===== src/rtl/multicycle_control_unit_p.sv =====
//==============================================================================
// Module   : multicycle_control_unit_p
// Purpose  : Multicycle CPU control FSM with handshake memory timeout and trap.
//            Optional performance counters are enabled by CTRL_PERF_CNT_EN.
// Revision : 1.0 - initial release
//==============================================================================
`default_nettype none

module multicycle_control_unit_p #(
  parameter int OPW         = 5,
  parameter int ALUW        = 3,
  parameter int MEM_TIMEOUT = 15,
  parameter int SP_STEP     = 1
) (
  input  logic            clk,
  input  logic            reset,
  input  logic [OPW-1:0]  opcode,
  input  logic            cond_nz,
  input  logic            mem_ready,
  output logic            PCWrite,
  output logic            PCSrc,
  output logic            IRWrite,
  output logic            RegWrite,
  output logic [1:0]      RegDst,
  output logic            MemToReg,
  output logic            mem_req,
  output logic            mem_we,
  output logic [1:0]      AddrSel,
  output logic            ALUSrc,
  output logic            ExtSel,
  output logic [ALUW-1:0] ALUCtrl,
  output logic [7:0]      sp_step,
  output logic            retire,
  output logic            trap,
  output logic [3:0]      state
`ifdef CTRL_PERF_CNT_EN
  ,
  output logic [31:0]     cycle_cnt,
  output logic [31:0]     instr_cnt
`endif
);

  localparam int OP_ADD  = 0;
  localparam int OP_SRA  = 5;
  localparam int OP_ADDI = 6;
  localparam int OP_NORI = 9;
  localparam int OP_LUI  = 10;
  localparam int OP_CMOV = 11;
  localparam int OP_JMP  = 12;
  localparam int OP_JAL  = 13;
  localparam int OP_LD   = 14;
  localparam int OP_ST   = 15;
  localparam int OP_PUSH = 16;
  localparam int OP_POP  = 17;

  typedef enum logic [3:0] {
    S_FETCH   = 4'd0,
    S_DECODE  = 4'd1,
    S_EXEC    = 4'd2,
    S_WB_RI   = 4'd3,
    S_MEM_RD  = 4'd4,
    S_WB_LD   = 4'd5,
    S_MEM_WR  = 4'd6,
    S_STK_WR  = 4'd7,
    S_STK_DEC = 4'd8,
    S_STK_RD  = 4'd9,
    S_POP_WB  = 4'd10,
    S_STK_INC = 4'd11,
    S_JUMP    = 4'd12,
    S_TRAP    = 4'd13
  } state_t;

  state_t      r_state;
  state_t      w_next;
  logic [7:0]  r_wait_cnt;
  logic        w_alu_r;
  logic        w_alu_i;
  logic        w_is_lui;
  logic        w_is_cmov;
  logic        w_is_jal;
  logic        w_mem_state;
  logic        w_timeout;
  logic [2:0]  w_alu_code;

  assign w_alu_r   = (opcode >= OPW'(OP_ADD)) && (opcode <= OPW'(OP_SRA));
  assign w_alu_i   = (opcode >= OPW'(OP_ADDI)) && (opcode <= OPW'(OP_NORI));
  assign w_is_lui  = (opcode == OPW'(OP_LUI));
  assign w_is_cmov = (opcode == OPW'(OP_CMOV));
  assign w_is_jal  = (opcode == OPW'(OP_JAL));

  // R-type opcodes map straight onto ALU codes; immediates reuse add/sub/nand/nor.
  always_comb begin
    w_alu_code = 3'b000;
    if (w_alu_r)
      w_alu_code = 3'(opcode - OPW'(OP_ADD));
    else if (w_alu_i)
      w_alu_code = 3'(opcode - OPW'(OP_ADDI));
    else if (w_is_lui || w_is_cmov)
      w_alu_code = 3'b110;
  end

  assign w_mem_state = (r_state == S_FETCH)  || (r_state == S_MEM_RD) ||
                       (r_state == S_MEM_WR) || (r_state == S_STK_WR) ||
                       (r_state == S_STK_RD);
  // Timeout fires on the MEM_TIMEOUT-th consecutive wait cycle; a ready wins.
  assign w_timeout   = w_mem_state && !mem_ready &&
                       (r_wait_cnt == 8'(MEM_TIMEOUT - 1));

  always_comb begin
    w_next = r_state;
    case (r_state)
      S_FETCH:   if (mem_ready) w_next = S_DECODE;
      S_DECODE: begin
        if (opcode == OPW'(OP_JMP) || w_is_jal) w_next = S_JUMP;
        else if (opcode == OPW'(OP_LD))         w_next = S_MEM_RD;
        else if (opcode == OPW'(OP_ST))         w_next = S_MEM_WR;
        else if (opcode == OPW'(OP_PUSH))       w_next = S_STK_WR;
        else if (opcode == OPW'(OP_POP))        w_next = S_STK_RD;
        else if (w_alu_r || w_alu_i || w_is_lui || w_is_cmov)
                                                w_next = S_EXEC;
        else                                    w_next = S_TRAP;
      end
      S_EXEC:    w_next = S_WB_RI;
      S_WB_RI:   w_next = S_FETCH;
      S_MEM_RD:  if (mem_ready) w_next = S_WB_LD;
      S_WB_LD:   w_next = S_FETCH;
      S_MEM_WR:  if (mem_ready) w_next = S_FETCH;
      S_STK_WR:  if (mem_ready) w_next = S_STK_DEC;
      S_STK_DEC: w_next = S_FETCH;
      S_STK_RD:  if (mem_ready) w_next = S_POP_WB;
      S_POP_WB:  w_next = S_STK_INC;
      S_STK_INC: w_next = S_FETCH;
      S_JUMP:    w_next = S_FETCH;
      S_TRAP:    w_next = S_TRAP;
      default:   w_next = S_TRAP;
    endcase
    if (w_timeout)
      w_next = S_TRAP;
  end

  always_ff @(posedge clk) begin
    if (reset) begin
      r_state    <= S_FETCH;
      r_wait_cnt <= 8'd0;
    end else begin
      r_state <= w_next;
      if (w_next != r_state)
        r_wait_cnt <= 8'd0;
      else if (w_mem_state && !mem_ready)
        r_wait_cnt <= r_wait_cnt + 8'd1;
    end
  end

  assign state   = r_state;
  assign sp_step = 8'(SP_STEP);

  // Every strobe is held low while reset is asserted, abandoning any request.
  always_comb begin
    PCWrite  = 1'b0;
    PCSrc    = 1'b0;
    IRWrite  = 1'b0;
    RegWrite = 1'b0;
    RegDst   = 2'b00;
    MemToReg = 1'b0;
    mem_req  = 1'b0;
    mem_we   = 1'b0;
    AddrSel  = 2'b00;
    ALUSrc   = 1'b0;
    ExtSel   = 1'b0;
    ALUCtrl  = '0;
    retire   = 1'b0;
    trap     = 1'b0;
    if (!reset) begin
      case (r_state)
        S_FETCH: begin
          mem_req = 1'b1;
          if (mem_ready) begin
            IRWrite = 1'b1;
            PCWrite = 1'b1;
          end
        end
        S_EXEC: begin
          ALUCtrl = ALUW'(w_alu_code);
          ALUSrc  = w_alu_i || w_is_lui;
          ExtSel  = w_is_lui;
        end
        S_WB_RI: begin
          RegWrite = w_is_cmov ? cond_nz : 1'b1;
          retire   = 1'b1;
        end
        S_MEM_RD: begin
          mem_req = 1'b1;
          AddrSel = 2'b01;
        end
        S_STK_RD: begin
          mem_req = 1'b1;
          AddrSel = 2'b10;
        end
        S_MEM_WR: begin
          mem_req = 1'b1;
          mem_we  = 1'b1;
          AddrSel = 2'b01;
          retire  = mem_ready;
        end
        S_STK_WR: begin
          mem_req = 1'b1;
          mem_we  = 1'b1;
          AddrSel = 2'b10;
        end
        S_WB_LD: begin
          RegWrite = 1'b1;
          MemToReg = 1'b1;
          retire   = 1'b1;
        end
        S_POP_WB: begin
          RegWrite = 1'b1;
          MemToReg = 1'b1;
        end
        S_STK_DEC, S_STK_INC: begin
          RegWrite = 1'b1;
          RegDst   = 2'b01;
          ALUSrc   = 1'b1;
          ALUCtrl  = (r_state == S_STK_DEC) ? ALUW'(3'b001) : ALUW'(3'b000);
          retire   = 1'b1;
        end
        S_JUMP: begin
          PCWrite  = 1'b1;
          PCSrc    = 1'b1;
          retire   = 1'b1;
          RegWrite = w_is_jal;
          RegDst   = w_is_jal ? 2'b10 : 2'b00;
        end
        S_TRAP:  trap = 1'b1;
        default: trap = 1'b0;
      endcase
    end
  end

`ifdef CTRL_PERF_CNT_EN
  always_ff @(posedge clk) begin
    if (reset) begin
      cycle_cnt <= 32'd0;
      instr_cnt <= 32'd0;
    end else begin
      if (r_state != S_TRAP)
        cycle_cnt <= cycle_cnt + 32'd1;
      if (retire)
        instr_cnt <= instr_cnt + 32'd1;
    end
  end
`endif

endmodule

`default_nettype wire


===== config.mk =====
export PLATFORM = sky130hd
export DESIGN_NAME = multicycle_control_unit_p
export DESIGN_NICKNAME = d
export VERILOG_FILES = /design/src/rtl/multicycle_control_unit_p.sv
export SDC_FILE = /design/constraint.sdc
export NUM_CORES = 1
export LEC_CHECK = 0
export BUFFER_PORTS_ARGS = -buffer_cell sky130_fd_sc_hd__buf_2
export CAP_MARGIN = 30
export CORE_MARGIN = 3
export CORE_UTILIZATION = 39
export DETAILED_ROUTE_END_ITERATION = 7
export PLACE_DENSITY = 0.66
export RECOVER_POWER = 100
export SYNTH_ARGS = -nofsm -noshare
export SYNTH_HDL_FRONTEND = slang
export SYNTH_SLANG_ARGS = --single-unit

===== constraint.sdc =====
create_clock -name clk -period 2.45 [get_ports clk]
set_input_delay 0.6125 -clock clk [delete_from_list [all_inputs] [get_ports clk]]
set_output_delay 0.6125 -clock clk [all_outputs]
set_load 0.03 [all_outputs]

# Word-level counts from Yosys, hierarchy flattened
# Cells that the tools add are included.
# word_totals
reg_bits	12
inputBits	9
output_inout_bits	30
elab_cells	104
# classes
n_addsub	2
n_lt_le_gt_ge	4
eq_ne	23
n_mux	48
n_reduce_logical	25
# ops
operator	n
4-bit two-way mux	12
4-bit case mux with 9 select lines	1
5-bit by 4-bit equality test with 1-bit output, second input constant	6
4-bit equality test, second input constant	6
1-bit two-way mux	21
4-bit by 3-bit equality test with 1-bit output, second input constant	4
3-bit two-way mux	4
2-bit OR reduction	6
5-bit equality test, second input constant	2
1-bit logical OR	10
5-bit OR reduction	2
8-bit by 1-bit adder with 8-bit output, second input constant	1
4-bit by 2-bit equality test with 1-bit output, second input constant	2
8-bit by 4-bit equality test with 1-bit output, second input constant	1
2-bit case mux with 2 select lines	2
2-bit two-way mux	3
1-bit case mux with 2 select lines	3
3-bit case mux with 2 select lines	1
5-bit by 1-bit >= comparator with 1-bit output, second input constant	1
5-bit by 3-bit >= comparator with 1-bit output, second input constant	1
5-bit by 3-bit less-or-equal comparator with 1-bit output, second input constant	1
5-bit by 4-bit less-or-equal comparator with 1-bit output, second input constant	1
4-bit by 1-bit equality test with 1-bit output, second input constant	1
1-bit logical AND	4
other kinds (6)	6

# Logic depth before layout (Yosys ltp)
# depth
ltp_word	15
mapped_depth	10

# Worst setup path before layout
# No wires, ideal clock.
# synth_path
path_kind	register -> output
start	register r_state[1], in the netlist state[1]
end	output ALUSrc
arrival_time_ns	2.946
t_required_ns	1.837
slack_ns	-1.109
path_stages_with_launch	7
path_buffers	1
cell_sequence	dfxtp_1 clkbuf_1 nand2b_2 or4_1 nor4_1 nor2_1 o21ai_0
# synth_via
elab_chain_len	4
# synth_lines
element	line_no	source
start, declared	73	state_t r_state;
start signal, assigned	146	r_state <= w_next;
4-bit equality test	174	case (r_state)
2-bit OR reduction	--	
1-bit case mux with 2 select lines (*)	174	
1-bit two-way mux (*)	173	if (!reset) begin
end, declared	29	output logic ALUSrc,
# Every way passes the cells marked *; elsewhere a longest branch is shown, timed or not.

# Final worst setup path
# layout_path
start	input opcode[1]
end	output ALUCtrl[1]
# layout_via
elab_chain_len	7
# layout_lines
element	line_no	source
start, declared	17	input logic [OPW-1:0] opcode,
branches (longest 4 deep; another with 5-bit by 3-bit >= comparator with 1-bit output)	--	
3-bit two-way mux (*)	94	if (w_alu_r)
3-bit case mux with 2 select lines (*)	174	
3-bit two-way mux (*)	173	
end, declared	31	output logic [ALUW-1:0] ALUCtrl,
# Mark *: on every way between the ends.

==> flow_summary.toml <==
[critical_path]
reg2regPathDepth = 9
r2r_slack_ns = 0.25
crit_slowest_cell = "or3_4"
required_ns = 1.84
timing.rr.start = "state[0]"
max_stage_delay_ns = 0.35
r2r-end = "r_wait_cnt[0]"
path_buf_inv = 3
worstSetupStartpointType = "primary input"
critPathKind = "in -> out"
cp-end-kind = "primary output"
crit_chain = "buf_8, buf_4, o311ai_4, nand2_2, or3_4, a21oi_4, buf_6"
worstPathMaxFanout = 5
path_delay_family = "compound AO/OA/AOI/OAI gates"
arrival_ns = 1.93

[grt]
grt_use_total_pct = 18.5
grt_max_degree = 20
grt_antenna_before_repair = 0
gr-total-overflow = 0
grt_pass1_wl_mm = 6.52
gr-usage-met1_pct = 22.9
grt_use_met3_pct = 3.20
grt_most_used_layer = "met2"
grt_pass1_vias = 1464
use_met2_pct = 33.1

[route]
viasPerCell = 5.25
drtPass1Iterations = 4
vias = 1517
drt_iter0_drc = 120
drt-wirelength-per-cell_um = 13.9
wl_mm = 4.02
drc = 0
final_antenna_net_count = 0

[synth]
postSynthCellCount = 187
ys.flop_type = "dfxtp_1"
synth.distinct_cells = 51
syn_area_per_cell_um2 = 7.63
async_flop_share_pct = 0
yosys_register_bits = 12
yosysSeqAreaShare_pct = 16.8
ys_warn_count = 0
synth_edf_count = 0
syn_area_mm2 = 0.00143

[pwr]
p_sw_mw = 0.448
clockPowerShare_pct = 12.8
internal_power_mw = 0.509
combinationalPowerShare_pct = 61.5
power_density_mw_per_mm2 = 452
peakVddDrop_v = 0.000197
p_leak_nw = 0.845
switching_share_pct = 46.8
seqPwrFrac_pct = 25.7

[clock_tree]
htree_levels = 1
clock_latency_ns = 0.27
path_clk_slew_ns = 0.07
cts_root_buf = "clkbuf_4"
clockBufferDepth = 2
cts_buffers = 3
clock-sinks = 12
tritoncts = "built"

[sta]
final-setup-viol-count = 4
drv_slew = 0
finalCriticalPeriod_ns = 2.54
hold_viol = 0
rsz0062_at_grt = "yes"
worst_slack_ns = -0.0932
fmax_ghz = 0.393
skew_ns = 0.00400
min_period_over_period_pct = 104

[placement]
place_congestion = 0.832
dpl_worst_slack_ns = -0.237
hpwl_mm = 2.89
io_buffers = 30

[floorplan]
die_w_um = 66.5
ios = 39
initial_core_util_pct = 41.8
core_mm2 = 0.00342
die_area_mm2 = 0.00442
die_h_um = 66.5
fp-row-count = 21

[final_layout]
multiInputGateArea_mm2 = 0.00126
area.growth.synth_to_final_pct = 48.3
seqCellArea_um2 = 255
fin_nets = 258
diodes = 0
drive_gt1_share_pct = 48.6
fillers = 322
final_util_pct = 61.9

[worst_hold_path]
min_to = "r_wait_cnt[7]"
worstHoldStart = "r_wait_cnt[7]"
holdPathStages = 2
hp-class = "reg -> reg"

[run_status]
status = "finished, violations left"
violations = "setup timing"

[flow_run]
cap_violations = 0
## logic make-up after synthesis
logic type                 count (synthesis)  synth area share [%]
AOI/OAI and AO/OA                         38                  23.7
and+or+nand+nor                           96                  39.3
other                                      2                 0.527
DFF                                       12                  16.8
buffers and inverters                     26                  10.4
xor gates and xnor gates                   8                  4.91
adders and majority gates                  5                  4.39
## power groups by stage
stage	combinational (mW)	sequential [mW]	clock, mW
after global placement	0.517	0.253	0
after global routing	0.634	0.249	0.137
after CTS	0.552	0.243	0.128
after detailed placement	0.517	0.253	0
final	0.589	0.246	0.122
after floorplan	0.413	0.247	0
## per-layer routing
metal | share of wire, % | vias to the layer above
met5 | 0 | -
met4 | 0.87 | 0
met3 | 4.5 | 4
met2 | 50 | 44
met1 | 45 | 694
li1 | - | 775
## cells in the final DEF (no fill, tap or decap), types with 3 or more instances in the layout
cell type  count
buf_4         29
nor2_1        22
buf_2         18
buf_6         13
nand2_1       12
nor3_2        10
nor3_1         9
conb_1         8
dfxtp_1        8
o21ai_0        6
nand3_1        6
nand3b_1       5
inv_1          4
a21oi_1        4
xor2_1         4
xnor2_1        4
ha_1           4
clkbuf_1       4
dfxtp_4        4
inv_2          3
a21oi_2        3
clkbuf_4       3
## through the flow
step                      hold slack, ns  setup TNS (ns)  cells  total power, mW  cell area, µm²
final                              0.588          -0.196    289            0.957            2120
after global routing               0.634          -0.580    289             1.02            2120
after CTS                          0.590          -0.348    289            0.923            2060
after detailed placement           0.580           -1.99    279            0.770            1920
after global placement             0.571           -1.86    279            0.770            1920
after floorplan                    0.540          -0.644    193            0.659            1660
## synthesized netlist by cell type, drive strengths merged, types with 3 or more instances
library cell,count,area share [%]
nor4,5,2.2
dfxtp,12,17
nor3,19,10
nand2b,6,2.8
buf,16,7.7
nand3,6,2.1
inv,8,2.1
xor2,4,2.5
or3,4,1.8
nand3b,5,2.6
a21oi,9,3.4
nand2,13,3.4
nor2,23,6.1
xnor2,4,2.5
ha,5,4.4
o21ai,9,3.4
a211o,3,2.5
## sequential cells by signal, indices dropped and copies added (netlist names)
register / flops
r_wait_cnt: 8
state: 4
## worst reg2reg max path, cell delays in order (launching register included)
cell	delay (ns)
dfxtp_4	0.35
buf_6	0.14
buf_4	0.15
o21bai_1	0.21
o22ai_4	0.13
o32ai_4	0.45
a211oi_2	0.11
xor2_1	0.26
o21ai_4	0.17
nor3_2	0.16
## worst max path at each step
| stage | startpoint | to | slack (ns) | cells after the start |
|---|---|---|---|---|
| 3_5_place_dp | opcode[1] | ALUCtrl[1] | -0.24 | 9 |
| 6_report | opcode[1] | ALUCtrl[1] | -0.09 | 7 |
| 5_1_grt | opcode[1] | ALUCtrl[1] | -0.13 | 9 |
| 4_1_cts | opcode[1] | ALUCtrl[1] | -0.13 | 9 |
| 3_3_place_gp | opcode[1] | ALUCtrl[1] | -0.21 | 9 |
| 2_1_floorplan | reset | ALUSrc | -0.21 | 4 |
## layout make-up
type | count | share of cell area [%]
timing repair buffer | 64 | 22.7
clock buffer | 4 | 1.24
sequential | 12 | 12.1
tap | 46 | 2.72
inverter | 8 | 1.66
multi-input combinational | 155 | 59.6
## repair_timing
item	in CTS	in global routing
gates resized for setup	22	16
pin swaps	9	12
buffers inserted	6	0
hold buffers	0	0
gates cloned	0	0
setup endpoints to repair	7	19
Power figures use the tool's default switching activity.
